File: src/rtl/wbq_pkg.sv
// Shared types and constants for the register-bank write-back queue.
package wbq_pkg;

  localparam int REG_COUNT = 32;
  localparam int WB_ADDR_W = 5;
  localparam int WB_DATA_W = 64;

  localparam logic [WB_ADDR_W-1:0] XZR_ADDR = 5'd31;

  typedef struct packed {
    logic [WB_ADDR_W-1:0] rd;
    logic [WB_DATA_W-1:0] data;
  } wb_entry_t;

endpackage

File: src/rtl/wbq_fwd_match.sv
// Youngest-match search over the pending write-back entries for one read port.
module wbq_fwd_match
  import wbq_pkg::*;
#(
  parameter int DEPTH    = 4,
  parameter bit DROP_XZR = 1'b1,
  localparam int PTR_W   = $clog2(DEPTH),
  localparam int CNT_W   = PTR_W + 1
) (
  input  wb_entry_t              entries [DEPTH],
  input  logic [PTR_W-1:0]       head,
  input  logic [CNT_W-1:0]       count,
  input  logic [WB_ADDR_W-1:0]   addr,
  output logic                   hit,
  output logic [WB_DATA_W-1:0]   data
);

  logic                 scan_hit_s;
  logic [WB_DATA_W-1:0] scan_data_s;
  logic                 xzr_mask_s;

  // Walk oldest to youngest so the last valid match (the youngest) wins.
  always_comb begin
    scan_hit_s  = 1'b0;
    scan_data_s = '0;
    for (int i = 0; i < DEPTH; i++) begin
      logic [PTR_W-1:0] idx;
      logic             match;
      idx         = head + PTR_W'(i);
      match       = (CNT_W'(i) < count) && (entries[idx].rd == addr);
      scan_hit_s  = scan_hit_s | match;
      scan_data_s = match ? entries[idx].data : scan_data_s;
    end
  end

  assign xzr_mask_s = DROP_XZR && (addr == XZR_ADDR);
  assign hit        = scan_hit_s & ~xzr_mask_s;
  assign data       = hit ? scan_data_s : {WB_DATA_W{1'b0}};

endmodule

File: src/rtl/writeback_queue.sv
// In-order write-back queue in front of the register bank write port, with read forwarding.
// Optional statistics outputs are enabled by defining WBQ_STATS_EN.
module writeback_queue
  import wbq_pkg::*;
#(
  parameter int DEPTH    = 4,
  parameter int DATA_W   = 64,
  parameter int ADDR_W   = 5,
  parameter bit DROP_XZR = 1'b1,
  localparam int PTR_W   = $clog2(DEPTH),
  localparam int CNT_W   = PTR_W + 1
) (
  input  logic              clock,
  input  logic              reset_n,
  input  logic              alu_valid,
  output logic              alu_ready,
  input  logic [ADDR_W-1:0] alu_rd,
  input  logic [DATA_W-1:0] alu_data,
  input  logic              mem_valid,
  output logic              mem_ready,
  input  logic [ADDR_W-1:0] mem_rd,
  input  logic [DATA_W-1:0] mem_data,
  output logic              rf_write,
  output logic [ADDR_W-1:0] rf_addr,
  output logic [DATA_W-1:0] rf_data,
  input  logic [ADDR_W-1:0] rd_addr1,
  input  logic [ADDR_W-1:0] rd_addr2,
  output logic              fwd_hit1,
  output logic [DATA_W-1:0] fwd_data1,
  output logic              fwd_hit2,
  output logic [DATA_W-1:0] fwd_data2,
`ifdef WBQ_STATS_EN
  output logic [31:0]       stat_writes,
  output logic [31:0]       stat_stalls,
  output logic [CNT_W-1:0]  stat_peak,
`endif
  output logic              empty,
  output logic              full
);

  localparam logic [CNT_W-1:0] DEPTH_C = CNT_W'(DEPTH);

  wb_entry_t            entries_r [DEPTH];
  logic [PTR_W-1:0]     head_r;
  logic [PTR_W-1:0]     tail_r;
  logic [CNT_W-1:0]     count_r;

  logic                 pop_s;
  logic [CNT_W-1:0]     free_s;
  logic                 alu_push_s;
  logic                 mem_push_s;
  logic [1:0]           enq_s;
  logic [PTR_W-1:0]     mem_slot_s;
  logic [CNT_W-1:0]     count_next_s;
  logic [WB_DATA_W-1:0] fwd_raw1_s;
  logic [WB_DATA_W-1:0] fwd_raw2_s;

  // A pop frees its slot in the same cycle, so it counts toward free space.
  assign pop_s  = (count_r != {CNT_W{1'b0}});
  assign free_s = DEPTH_C - count_r + CNT_W'(pop_s);

  assign alu_ready = (free_s >= CNT_W'(1));
  assign mem_ready = alu_valid ? (free_s >= CNT_W'(2)) : (free_s >= CNT_W'(1));

  // Writes to the zero register still handshake but never occupy a slot.
  assign alu_push_s = alu_valid && alu_ready && !(DROP_XZR && (alu_rd == ADDR_W'(XZR_ADDR)));
  assign mem_push_s = mem_valid && mem_ready && !(DROP_XZR && (mem_rd == ADDR_W'(XZR_ADDR)));

  assign enq_s        = {1'b0, alu_push_s} + {1'b0, mem_push_s};
  assign mem_slot_s   = tail_r + PTR_W'(alu_push_s);
  assign count_next_s = count_r + CNT_W'(enq_s) - CNT_W'(pop_s);

  assign rf_write = pop_s;
  assign rf_addr  = ADDR_W'(entries_r[head_r].rd);
  assign rf_data  = DATA_W'(entries_r[head_r].data);
  assign empty    = (count_r == {CNT_W{1'b0}});
  assign full     = (count_r == DEPTH_C);

  // Pointer and occupancy state.
  always_ff @(posedge clock or negedge reset_n) begin
    if (!reset_n) begin
      head_r  <= '0;
      tail_r  <= '0;
      count_r <= '0;
    end else begin
      head_r  <= head_r + PTR_W'(pop_s);
      tail_r  <= tail_r + PTR_W'(enq_s);
      count_r <= count_next_s;
    end
  end

  // Entry storage; contents are don't-care until occupied, so no reset.
  always_ff @(posedge clock) begin
    if (alu_push_s) begin
      entries_r[tail_r] <= '{rd: WB_ADDR_W'(alu_rd), data: WB_DATA_W'(alu_data)};
    end
    if (mem_push_s) begin
      entries_r[mem_slot_s] <= '{rd: WB_ADDR_W'(mem_rd), data: WB_DATA_W'(mem_data)};
    end
  end

  wbq_fwd_match #(.DEPTH(DEPTH), .DROP_XZR(DROP_XZR)) u_fwd1 (
    .entries (entries_r),
    .head    (head_r),
    .count   (count_r),
    .addr    (WB_ADDR_W'(rd_addr1)),
    .hit     (fwd_hit1),
    .data    (fwd_raw1_s)
  );

  wbq_fwd_match #(.DEPTH(DEPTH), .DROP_XZR(DROP_XZR)) u_fwd2 (
    .entries (entries_r),
    .head    (head_r),
    .count   (count_r),
    .addr    (WB_ADDR_W'(rd_addr2)),
    .hit     (fwd_hit2),
    .data    (fwd_raw2_s)
  );

  assign fwd_data1 = DATA_W'(fwd_raw1_s);
  assign fwd_data2 = DATA_W'(fwd_raw2_s);

`ifdef WBQ_STATS_EN
  logic [31:0]      stat_writes_r;
  logic [31:0]      stat_stalls_r;
  logic [CNT_W-1:0] stat_peak_r;
  logic             stall_s;

  assign stall_s = (alu_valid && !alu_ready) || (mem_valid && !mem_ready);

  // Saturating activity counters and occupancy high-water mark.
  always_ff @(posedge clock or negedge reset_n) begin
    if (!reset_n) begin
      stat_writes_r <= 32'd0;
      stat_stalls_r <= 32'd0;
      stat_peak_r   <= '0;
    end else begin
      if (pop_s && (stat_writes_r != 32'hFFFF_FFFF)) begin
        stat_writes_r <= stat_writes_r + 32'd1;
      end
      if (stall_s && (stat_stalls_r != 32'hFFFF_FFFF)) begin
        stat_stalls_r <= stat_stalls_r + 32'd1;
      end
      if (count_next_s > stat_peak_r) begin
        stat_peak_r <= count_next_s;
      end
    end
  end

  assign stat_writes = stat_writes_r;
  assign stat_stalls = stat_stalls_r;
  assign stat_peak   = stat_peak_r;
`endif

endmodule
File: config.mk
export PLATFORM = sky130hd
export DESIGN_NAME = writeback_queue
export DESIGN_NICKNAME = d
export VERILOG_FILES = /design/src/rtl/wbq_pkg.sv /design/src/rtl/wbq_fwd_match.sv /design/src/rtl/writeback_queue.sv
export SDC_FILE = /design/constraint.sdc
export NUM_CORES = 1
export LEC_CHECK = 0
export ABC_AREA = 1
export BUFFER_PORTS_ARGS = -buffer_cell sky130_fd_sc_hd__buf_2
export CORE_ASPECT_RATIO = 1.5
export CORE_MARGIN = 1.5
export CORE_UTILIZATION = 40
export CTS_CLUSTER_DIAMETER = 50
export DETAILED_ROUTE_END_ITERATION = 10
export HOLD_SLACK_MARGIN = 0.15
export REMOVE_ABC_BUFFERS = 1
export SLEW_MARGIN = 20
export SYNTH_ARGS = -nofsm -noshare
export SYNTH_HDL_FRONTEND = slang
export SYNTH_SLANG_ARGS = --single-unit
File: constraint.sdc
create_clock -name clock -period 5 [get_ports clock]
set_input_delay 1 -clock clock [delete_from_list [all_inputs] [get_ports clock]]
set_output_delay 1 -clock clock [all_outputs]
set_load 0.05 [all_outputs]
==> flow_summary_export.csv <==
group,metric,value,unit
clocking,clock_tree.htree_level_count,2,
floorplan,initial_core_util,40.4,%
global_route,first_pass_grt_wire_length,175000,um
worst_setup_path,crit-reg2reg-launch,"count_r[1]",
logic_synthesis,number_of_synthesized_flops_with_an_enable_pin,0,
cells_and_area,area.sequential,5700,um2
place,dp_hpwl,69700,um
worst_setup_path,timing.setup.critical_path_class,"flip-flop to output port",
detailed_routing,drc_errors,0,
place,gpl_congestion,0.917,
timing,report.final.slew_viol_count,0,
logic_synthesis,post_synth_fa_ha_maj_area_fraction,0.414,%
job,cap_violations,0,
logic_synthesis,netlist.top_cell.by_area,"nand2_1",
logic_synthesis,count_leader_synth,"nand2_1",
worst_setup_path,reg2reg_depth,14,
timing,final-setup-viol-count,0,
timing,fin_hold_ws,0.241,ns
cells_and_area,finalInstanceArea,29500,um2
logic_synthesis,syn-cell-area,26000,um2
timing,hold_viol_final,0,
global_route,track_usage,34.1,%
logic_synthesis,synth_top_flop_cell,"dfxtp_1",
logic_synthesis,yosys_warnings,0,
detailed_routing,dr.first_iter.drc_count,3512,
cells_and_area,layout-drive-gt1-share,10.9,%
global_route,maximum_number_of_pins_on_one_net_before_global_route_repair,231,
worst_setup_path,worst_setup_path_end_kind,"output port",
clocking,clock_tree.buffer_depth,3,
logic_synthesis,synth_top_family_by_area,"simple AND/OR/NAND/NOR gates",
cells_and_area,multi_input_comb_area,17000,um2
logic_synthesis,synth.lib_cells_used.distinct,29,
detailed_routing,drt_first_pass_iters,7,
logic_synthesis,synth_mux_area_share,0,%
worst_setup_path,cp_data_required_time,4.00,ns
worst_setup_path,cp-start-kind,"flip-flop",
worst_setup_path,critical_path.reg2reg.endpoint,"entries_r[32]",
clocking,number_of_clock_buffers_inserted_by_tritoncts,39,
global_route,grt.overflow.total,0,
detailed_routing,wirelength,117000,um
clocking,clock_sink_count,283,
logic_synthesis,synth_simple_gate_area_share,46.7,%
floorplan,dieArea,66500,um2
timing,clock.fmax,0.208,GHz
place,post_dp_cell_area,28000,um2
timing,slew_at_the_pin_closest_to_its_max_slew_limit,1.16,ns
logic_synthesis,yosys_register_bits,283,
logic_synthesis,post_synth_main_area_contributors,"nand2_1 24%, dfxtp_1 21%, nor2_1 10%",
cells_and_area,finalCoreUtilization,45.8,%
floorplan,core.rowCount,114,
detailed_routing,drt-wirelength-per-cell,20.0,um
logic_synthesis,postSynthCellCount,4889,
clocking,cts_root_buffer,"clkbuf_16",
detailed_routing,detail-route-antenna-nets,0,
clocking,clk_latency,0.59,ns
detailed_routing,viasPerCell,5.66,
logic_synthesis,yosys.area_share.xor_xnor,0.236,%
place,port_buffers,355,
logic_synthesis,synthesis.area_per_instance,5.31,um2
status,run_status,"finished clean",
worst_setup_path,timing.reg2reg.setup_slack,1.44,ns
timing,minimum_period_implied_by_the_final_worst_setup_slack,4.80,ns
worst_setup_path,worst_ep_arrival_time,3.80,ns
hold_path,hp-class,"input pin to async pin",
worst_setup_path,critical_path.max_fanout,46,
cells_and_area,nets,5094,
timing,timing.slew.headroom,22.5,%
logic_synthesis,fraction_of_the_mapped_netlist_area_in_compound_gates,16.9,%
floorplan,fp.dieW,211,um
floorplan,placeable_core_area,64300,um2
logic_synthesis,synth.yosys.seq_area_share,21.9,%
logic_synthesis,postSynth.asyncResetShare,2.47,%
logic_synthesis,netlist.area_leader.share,23.6,%
floorplan,io-pin-count,356,
detailed_routing,route.vias.total,33000,
timing,fin_worst_skew,0.0175,ns
floorplan,die_h,315,um
global_route,antenna_found_initial,9,
cells_and_area,n_fill_cell,7124,
timing,unrepaired_setup_endpoints_after_global_routing,"no",
logic_synthesis,yosys-top-cells-count,"1633 x nand2_1, 692 x nor2_1, 456 x o21ai_0",
clocking,cts.clk_slew.worst_paths,0.06,ns
global_route,grt_pass1_vias,30200,
timing,finalCritPeriodShare,96.1,%
cells_and_area,area_growth_syn_to_layout,13.5,%
clocking,tritoncts,"yes",
[layer usage]
layer / global-route usage, % / wire length (um) / vias up
li1: - / - / 16000
met4: 19.1 / 6210 / 6
met3: 6.10 / 10900 / 368
met2: 55.6 / 53300 / 1737
met1: 42.2 / 46200 / 15000
met5: 0 / 37 / -
[stage by stage]
step / TNS (ns) / instances / setup slack, ns
2_1_floorplan: -1951.68 / 4470 / -12.02
6_report: 0 / 5840 / 0.197
4_1_cts: 0 / 5833 / 0.0971
3_5_place_dp: 0 / 5762 / 0.541
3_3_place_gp: 0 / 5762 / 0.595
5_1_grt: 0 / 5838 / 0.00199
[cell type report]
class | instances | share of cell area, %
antenna | 7 | 0.0594
sequential | 283 | 19.3
inverter | 434 | 5.59
clock buffer | 46 | 3.68
timing repair buffer | 423 | 9.11
clock inverter | 24 | 0.976
tap | 870 | 3.69
multi-input combinational | 3753 | 57.6
[critical path, stage by stage (launching register included)]
cell and delay [ns]:
dfrtp_1 0.65, inv_8 0.13, nand2_1 0.19, nand2_8 0.19, nand2_1 0.17, nand2_1 0.08, nand2_1 0.06, nand2_1 0.04
nor2_1 0.13, nand3_1 0.15, inv_4 0.30, buf_12 0.30, nor2_1 0.08, nand2_1 0.07, inv_1 0.04, nor2_2 0.26
buf_2 0.33
[flip-flops by register name, indices dropped and copies added, names as in the netlist]
| name | count |
|---|---|
| count_r | 3 |
| tail_r | 2 |
| head_r | 2 |
| entries_r | 276 |
[cells in the final DEF (no fill, tap or decap), types with 4 or more instances in the layout]
master / Yosys / routed
nand2_1: 1633 / 1633
nor2_1: 692 / 677
o21ai_0: 456 / 456
inv_1: 422 / 422
buf_2: 190 / 353
nand3_1: 335 / 325
a31oi_1: 276 / 276
dfxtp_1: 276 / 276
nand4_1: 256 / 256
o21ai_1: 69 / 69
clkbuf_16: 0 / 42
buf_4: 18 / 32
buf_12: 0 / 26
nor2_4: 0 / 12
clkinv_2: 0 / 11
nand3_4: 0 / 10
buf_6: 11 / 8
diode_2: 0 / 7
ha_1: 7 / 7
clkinvlp_4: 0 / 6
dfrtp_1: 7 / 6
bufinv_16: 0 / 5
nand2_8: 0 / 4
inv_2: 12 / 4
xor2_1: 4 / 4
nor3_4: 0 / 4
clkbuf_8: 0 / 4
[repair_timing]
item                                    in CTS  in global routing
endpoints found under the setup margin      55                110
pin swaps                                    0                  0
hold buffers                                 0                  0
gates resized for setup                      3                 16
buffers inserted                             1                  0
[how the worst max path moves through the flow]
stage	slack, ns	start	end
after floorplan	-12.02	head_r[0]	fwd_data1[0]
after global placement	0.60	head_r[0]	fwd_data1[63]
after detailed placement	0.54	head_r[0]	fwd_data1[38]
after CTS	0.1	head_r[0]	fwd_data2[12]
after global routing	0.002	head_r[1]	fwd_data2[38]
final	0.20	head_r[1]	fwd_data2[12]
[kinds of logic after synthesis]
kind of cell,Yosys count
xor+xnor,7
other cells,1
buf+inv,853
simple gates,2930
compound gates,807
flops,283
fa+ha+maj,8
Power is left out: the tool's default activity adds up to more than one toggle a clock period on the data nets, which glitch-free logic cannot reach.
